`src/rtl/data_memory_pkg.sv`:
```
// Shared types and widths for the data_memory block: FSM state encoding,
// operation kind, bus/counter widths and the access counter preload helper.
package data_memory_pkg;

    localparam int ADDR_W = 6;
    localparam int DATA_W = 32;
    localparam int CNT_W  = 4;

    typedef enum logic [1:0] {
        IDLE = 2'b00,
        BUSY = 2'b01,
        DONE = 2'b10
    } state_t;

    typedef enum logic {
        OP_READ  = 1'b0,
        OP_WRITE = 1'b1
    } op_t;

    // Preload value so the access lands exactly ACCESS_CYCLES edges after acceptance.
    function automatic logic [CNT_W-1:0] count_load(input int unsigned cycles);
        count_load = CNT_W'(cycles - 32'd1);
    endfunction

endpackage

```
`src/rtl/data_memory.sv`:
```
// Multi-cycle block memory behind the data cache with a busywait handshake.
// Optional DATA_MEMORY_RESET_CLEAR_EN: reset also clears every stored block.
module data_memory
    import data_memory_pkg::*;
#(
    parameter int ACCESS_CYCLES = 5,
    parameter int NUM_BLOCKS    = 64
) (
    input  logic              clock,
    input  logic              reset,
    input  logic              read,
    input  logic              write,
    input  logic [ADDR_W-1:0] address,
    input  logic [DATA_W-1:0] writedata,
    output logic [DATA_W-1:0] readdata,
    output logic              busywait
);

    state_t            state_r;
    state_t            next_state_s;
    logic [CNT_W-1:0]  count_r;
    logic [ADDR_W-1:0] addr_r;
    logic [DATA_W-1:0] wdata_r;
    op_t               op_r;
    logic [DATA_W-1:0] readdata_r;
    logic [DATA_W-1:0] mem_r [NUM_BLOCKS];

    logic              busywait_s;
    logic              accept_s;
    logic              access_s;
    logic              mem_we_s;

    // Next-state and handshake decode; IDLE mirrors the request so the cache never sees a false low.
    always_comb begin
        next_state_s = state_r;
        busywait_s   = 1'b0;
        accept_s     = 1'b0;
        access_s     = 1'b0;
        case (state_r)
            IDLE: begin
                busywait_s = read | write;
                if (read | write) begin
                    accept_s     = 1'b1;
                    next_state_s = BUSY;
                end else begin
                    next_state_s = IDLE;
                end
            end
            BUSY: begin
                busywait_s = 1'b1;
                if (count_r == {CNT_W{1'b0}}) begin
                    access_s     = 1'b1;
                    next_state_s = DONE;
                end else begin
                    next_state_s = BUSY;
                end
            end
            DONE: begin
                busywait_s   = 1'b0;
                next_state_s = IDLE;
            end
            default: begin
                busywait_s   = 1'b0;
                next_state_s = IDLE;
            end
        endcase
    end

    assign mem_we_s = access_s & (op_r == OP_WRITE);

    // State, request latch, countdown and registered read result.
    always_ff @(posedge clock or negedge reset) begin
        if (!reset) begin
            state_r    <= IDLE;
            count_r    <= {CNT_W{1'b0}};
            addr_r     <= {ADDR_W{1'b0}};
            wdata_r    <= {DATA_W{1'b0}};
            op_r       <= OP_READ;
            readdata_r <= {DATA_W{1'b0}};
        end else begin
            state_r <= next_state_s;
            if (accept_s) begin
                addr_r  <= address;
                wdata_r <= writedata;
                op_r    <= write ? OP_WRITE : OP_READ;
                count_r <= count_load(ACCESS_CYCLES);
            end else if ((state_r == BUSY) && (count_r != {CNT_W{1'b0}})) begin
                count_r <= count_r - CNT_W'(1);
            end
            if (access_s && (op_r == OP_READ)) begin
                readdata_r <= mem_r[addr_r];
            end
        end
    end

`ifdef DATA_MEMORY_RESET_CLEAR_EN
    // Storage array, wiped to zero whenever reset is asserted.
    always_ff @(posedge clock or negedge reset) begin
        if (!reset) begin
            for (int i = 0; i < NUM_BLOCKS; i++) begin
                mem_r[i] <= {DATA_W{1'b0}};
            end
        end else if (mem_we_s) begin
            mem_r[addr_r] <= wdata_r;
        end
    end
`else
    // Storage array; contents survive reset (an aborted write never reaches it).
    always_ff @(posedge clock) begin
        if (reset && mem_we_s) begin
            mem_r[addr_r] <= wdata_r;
        end
    end
`endif

    assign readdata = readdata_r;
    assign busywait = busywait_s;

endmodule

```
`config.mk`:
```
export PLATFORM = sky130hd
export DESIGN_NAME = data_memory
export DESIGN_NICKNAME = d
export VERILOG_FILES = /design/src/rtl/data_memory_pkg.sv /design/src/rtl/data_memory.sv
export SDC_FILE = /design/constraint.sdc
export NUM_CORES = 2
export LEC_CHECK = 0
export CAP_MARGIN = 30
export CORE_MARGIN = 1
export CORE_UTILIZATION = 32
export DETAILED_ROUTE_END_ITERATION = 6
export GPL_ROUTABILITY_DRIVEN = 0
export PLACE_DENSITY_LB_ADDON = 0.15
export SYNTH_ARGS = -nofsm -noshare
export SYNTH_HDL_FRONTEND = slang
export SYNTH_SLANG_ARGS = --single-unit
```
`constraint.sdc`:
```
create_clock -name clock -period 4.33 [get_ports clock]
set_input_delay 0.6495 -clock clock [delete_from_list [all_inputs] [get_ports clock]]
set_output_delay 0.6495 -clock clock [all_outputs]
set_load 0.01 [all_outputs]
```
Word level (Yosys, flattened, before mapping)
Memory sizes are Yosys's and may differ from the RTL's. A register that Yosys moved wholly into a read port is not among the register bits.
Index checks and enable logic that the tools add are counted.
{ "totals": {"regBits": 45, "ram_bits": 2048, "inputBits": 42, "elab_cells": 32, "n_memories": 1} }
{ "memory_table": {"columns": ["memory", "depth", "word_bits", "rd", "rd_clocked_by_memory_dff", "write_ports", "line_no", "rtl"], "rows": [
  ["mem_r", 64, 32, 1, 1, 1, "data_memory.sv:26", "logic [DATA_W-1:0] mem_r [NUM_BLOCKS];"]
]} }
{ "classes": {"n_addsub": 1, "n_eq_ne": 1, "mux": 13, "bitwise": 3, "reduce_logical": 8} }
{ "ops": {"columns": ["op", "count"], "rows": [
  ["two-way mux 1 bit", 8],
  ["two-way mux 4 bit", 2],
  ["logical NOT 4 bit", 1],
  ["case mux 2 bit (2 select lines)", 1],
  ["nonzero test 4 bit", 1],
  ["subtractor 4 x 1 -> 4 bit (second input constant)", 1],
  ["logical AND 1 bit", 3],
  ["== test 2 x 1 -> 1 bit (second input constant)", 1],
  ["logical NOT 2 bit", 1],
  ["two-way mux 2 bit", 1],
  ["case mux 1 bit (2 select lines)", 1],
  ["nonzero test 2 bit", 1],
  ["AND 1 bit", 1],
  ["logical NOT 1 bit", 1],
  ["inverter 1 bit", 1],
  ["OR 1 bit", 1]
]} }

Logic depth before layout (Yosys ltp)
{ "logic_depth": {"word_depth": 7, "ltp_mapped": 12, "ltp_nobuf": 8} }

Least setup slack after synthesis
Ideal clock, no wire load.
{ "synth_path": {"path_kind": "register to register", "start": "register count_r[0]", "end": "memory mem_r[32][0] (enable)", "arrival_time_ns": 3.160, "setup_slack_ns": 0.749, "path_stages_with_launch": 10, "path_buffers": 1, "period_less_slack_ns": 3.581, "path_cell_list": "dfrtp_1 -> inv_1 -> ha_1 -> or3b_1 -> nor2_1 -> and3_1 -> clkbuf_1 -> and2_1 -> nand2_1 -> nor2_1"} }
{ "synth_via": {"elab_chain_len": 7} }
{ "synth_lines": {"columns": ["element", "line_no", "rtl"], "rows": [
  ["start, declared", "data_memory.sv:21", "logic [CNT_W-1:0] count_r;"],
  ["start signal, assigned", "data_memory.sv:75", "count_r <= {CNT_W{1'b0}};"],
  ["start signal, assigned", "data_memory.sv:86", "count_r <= count_load(ACCESS_CYCLES);"],
  ["start signal, assigned", "data_memory.sv:88", "count_r <= count_r - CNT_W'(1);"],
  ["logical NOT 4 bit", "data_memory.sv:51", "if (count_r == {CNT_W{1'b0}}) begin"],
  ["two-way mux 1 bit", "data_memory.sv:51", null],
  ["two-way mux 1 bit", "data_memory.sv:39", "case (state_r)"],
  ["AND 1 bit", "data_memory.sv:69", "assign mem_we_s = access_s & (op_r == OP_WRITE);"],
  ["logical AND 1 bit", "data_memory.sv:110", "if (reset && mem_we_s) begin"],
  ["two-way mux 1 bit", "data_memory.sv:110", null],
  ["two-way mux 1 bit (not written as such)", "data_memory.sv:111", "mem_r[addr_r] <= wdata_r;"],
  ["end, declared", "data_memory.sv:26", null]
]} }
No other way between the ends.

Final worst setup path
{ "layout_path": {"start": "register count_r[0]", "end": "memory mem_r[48][4] (enable)"} }
The elaborated chain is that of the path after synthesis.

==> flow_results.org <==
** Die
- The die covers 0.255 sq mm.
- For this configuration, the core starts out at a cell density of 0.322.
- Height of the die :: 505 um
- The core region is 0.251 sq mm.
- Row generation in the floorplan step produced 184 rows.
- In this run the count of I/O pins placed on the die edge is 75.
- Horizontal die dimension :: approximately 500 um

** Setup path
- Max stage delay on crit path :: 610 ps
- On the critical path the largest part of the delay comes from simple AND/OR/NAND/NOR gates.
- At the worst endpoint, the required time is a little under 5000 ps.
- Worst path arrival time :: between 4000 and 5000 ps
- Cell with the biggest individual delay on the critical path :: sky130_fd_sc_hd__nand2_1
- Startpoint of the worst-slack reg-to-reg timing path :: count_r[0]
- Crit Reg-Reg Endpoint :: mem_r[48][4]
- CP Launch Point :: count_r[0]
- Counting cells, the worst reg-to-reg path comes to 10.
- Worst path depth :: 10
- The critical path in this run is classified as flip-flop to flip-flop.
- Along the worst path, the maximum fanout reaches 16.
- Among the stages of the critical path, the cell type that occurs most often is sky130_fd_sc_hd__buf_4.
- The most critical setup path has its endpoint at mem_r[48][4].
- STA classifies the critical path endpoint as a flip-flop.
- Critical path cell sequence :: inv_1, ha_1, or3b_1, nor2_1, and3_1, and2_1, nand2_1, buf_4, nor2_4, buf_4
- The worst setup path is launched from a flip-flop.
- Reg-to-reg slack, setup :: 640 ps
- Counting both buffers and inverters, the worst setup path holds a total of 3.

** Route
- Post-Route WL :: roughly 290 mm
- Total iterations of the first detailed-routing run :: 7
- Total vias in the final route :: 45000
- DR iter-0 viols :: 5645
- Drt via density :: around 5.5
- DRC Markers :: 10
- After detailed routing, the average wire length per cell comes to 35.9 um.
- The detail route stage leaves a number of antenna-violating nets equal to 0.

** Cells and area
- Leaving out fill and tap cells, the most frequent cell in the layout is sky130_fd_sc_hd__edfxtp_1.
- Fin cells :: about 8100
- Fraction of layout cells with a size suffix above 1 :: 0.222
- The library cells used most frequently in the layout, excluding fill and tap cells, are 2048 x sky130_fd_sc_hd__edfxtp_1, 249 x sky130_fd_sc_hd__a221oi_1, 248 x sky130_fd_sc_hd__buf_4, 232 x sky130_fd_sc_hd__mux2i_1, 225 x sky130_fd_sc_hd__clkbuf_16.
- From synthesis to final layout, the design area changed by 18.4%.
- Number of nets in the finished design :: 4625

** Clock network
- Insertion delay to the later sink of the worst-skew pair :: approximately 890 ps
- Once the clock tree was built, the setup fixing pass inserted 0 buffers.
- Longest Clk Path Bufs :: 3
- In this run the clock root is driven by a sky130_fd_sc_hd__clkbuf_16.
- Clock tree from TritonCTS :: done
- In this run, CTS created clock tree buffers numbering 223.
- After clock tree synthesis, the clock-pin slew on the worst setup and hold paths is 60 ps.
- Clock H-tree levels :: 4
- Num Clock Sinks :: 2125

** Power
- Total leakage power :: 0.0303 uW
- IR analysis of the VDD net gives a maximum drop of 0.000661 V.
- Total power :: 67300 uW
- Total power density per cell area :: 703 mW/mm^2

** STA
- Worst relative slew slack :: 0.258
- Final setup fails :: 0
- Final hold violations :: 0
- Hold slack :: 298 ps
- Post-Route Setup TNS :: 0 ps
- Setup repair after global routing left no endpoint under its margin.
- Slew at the pin closest to its max-slew limit :: 1100 ps
- Final period demand of the worst path :: 3690 ps
- Number of max-slew violations in the final report :: 0
- Final clock period utilization by the worst path :: 0.851
- Based on the critical path, the design can be clocked at up to roughly 270 MHz.
- Across the routed clock network, the largest skew measured is slightly below 50 ps.

** Synth
- Prevailing post-synth register cell :: sky130_fd_sc_hd__edfxtp_1
- Share of the yosys chip area belonging to registers :: 0.784
- Synthesis produced a netlist with a net count of 4284.
- Post-Synthesis Cell Area :: about 0.081 sq mm
- The synthesized design contains roughly 2100 register bits.
- Number of warnings printed during yosys synthesis :: 0
- A synthesized cell averages 19.1 sq um.
- The netlist uses 63 different library cells.
- Synthesis produced 4240 cells.
- Count of flip-flops with a built-in enable after synthesis :: around 2000
- Async set or reset register ratio after synthesis :: 0.0362

** Global routing
- Pin count of the biggest net entering global routing :: 98
- Summed over all layers, the global routing overflow is 0.
- The via count of the first global-routing pass was approximately 44000.
- Number of antenna violations at the first check in global routing :: 23
- In the global route stage, overall resource usage came out at 0.226.
- The first global-routing pass estimated around 390 mm of wire.

** Job
- Max-cap violations in this run came to 0.

** Placement
- HPWL after detailed placement :: 176 mm
- Port buffering added 74 buffers.
- Number of cells in the design after placement :: approximately 7700

** Min path
- The tightest min-delay check is of the input port to flip-flop type.

** Run status
- Violations in the final reports :: design-rule violations
- The run finished, with violations left.
==> stage by stage <==
| stage | setup WS (ps) | area, sq um | utilization |
|---|---|---|---|
| after floorplan | 749 | 80900 | - |
| after global placement | 548 | 88500 | 0.352 |
| after detailed placement | 629 | 88600 | 0.352 |
| after CTS | 618 | 95800 | 0.381 |
| after global routing | 571 | 95800 | 0.381 |
| final | 644 | 95800 | 0.381 |
==> worst min-delay path, delay by kind of cell <==
family	cells	cell delay [ps]
buf+inv	1	400
simple gates	2	100
==> cell type report <==
class                      count  area [sq um]
fill                       23100        156000
timing repair buffer         399          4140
tap                         3348          4190
antenna                        1          2.50
multi-input combinational   1827         16700
clock buffer                 297          6100
clock inverter               115          1120
inverter                       5          25.0
sequential                  2125         63500
==> report_power, final <==
part	internal, uW	leakage, uW	switching, uW
logic	6500	0.00734	14700
registers	25700	0.0194	1310
clock network	10800	0.00352	8280
total	43100	0.0303	24300
==> how the worst min path moves through the flow <==
stage | start | endpoint | slack [ps] | cells past startpoint
floorplan | reset | addr_r[0] | 350 | 0
global placement | wdata_r[29] | wdata_r[29] | 460 | 2
detailed placement | wdata_r[29] | wdata_r[29] | 470 | 2
CTS | writedata[26] | wdata_r[26] | 230 | 3
global route | writedata[26] | wdata_r[26] | 280 | 3
finish | writedata[29] | wdata_r[29] | 300 | 3
==> cells by family after synthesis <==
logic type / share of synthesized area
mux: 0.0990
flops: 0.784
simple gates: 0.0276
fa+ha+maj: 0.000309
buf+inv: 0.0168
compound gates: 0.0723
xor+xnor: 0.000217
==> routing by layer <==
layer,vias to the layer above,global-route usage,part of all wire
met5,-,0,0.000093
met4,4,0.0555,0.024
met3,360,0.0362,0.066
met2,1706,0.359,0.47
met1,24600,0.323,0.44
li1,18300,-,-
==> state kept, by name, summed over array words and instances, names as in the netlist <==
signal / count
op_r: 1
state_r: 2
addr_r: 6
mem_r: 2048
readdata: 32
wdata_r: 32
count_r: 4
==> cell usage after synthesis, types with 11 or more instances <==
| master | count | share of area |
|---|---|---|
| sky130_fd_sc_hd__buf_2 | 119 | 0.0074 |
| sky130_fd_sc_hd__a31oi_1 | 17 | 0.0013 |
| sky130_fd_sc_hd__buf_1 | 24 | 0.0011 |
| sky130_fd_sc_hd__nor3_1 | 11 | 0.00068 |
| sky130_fd_sc_hd__buf_4 | 24 | 0.0022 |
| sky130_fd_sc_hd__a221o_1 | 14 | 0.0017 |
| sky130_fd_sc_hd__o32a_1 | 17 | 0.0021 |
| sky130_fd_sc_hd__mux2_2 | 71 | 0.0099 |
| sky130_fd_sc_hd__a21oi_1 | 89 | 0.0055 |
| sky130_fd_sc_hd__nand4_1 | 13 | 0.0010 |
| sky130_fd_sc_hd__clkbuf_1 | 111 | 0.0051 |
| sky130_fd_sc_hd__a22oi_1 | 128 | 0.012 |
| sky130_fd_sc_hd__a221oi_1 | 249 | 0.027 |
| sky130_fd_sc_hd__nor2_1 | 203 | 0.0094 |
| sky130_fd_sc_hd__edfxtp_1 | 2048 | 0.76 |
| sky130_fd_sc_hd__o22ai_1 | 68 | 0.0053 |
| sky130_fd_sc_hd__a22o_1 | 32 | 0.0035 |
| sky130_fd_sc_hd__mux2i_1 | 232 | 0.029 |
| sky130_fd_sc_hd__dfrtp_1 | 77 | 0.024 |
| sky130_fd_sc_hd__o21ai_0 | 87 | 0.0054 |
| sky130_fd_sc_hd__mux4_2 | 217 | 0.060 |
| sky130_fd_sc_hd__nand3_1 | 47 | 0.0029 |
| sky130_fd_sc_hd__nand2_1 | 189 | 0.0088 |
| sky130_fd_sc_hd__a211oi_1 | 13 | 0.0012 |
==> timing repair <==
action,in CTS,in global routing
hold buffers,1,0
resized for setup,0,0
hold endpoints to repair,37,0
No activity file was read; power rests on OpenSTA's default activity.
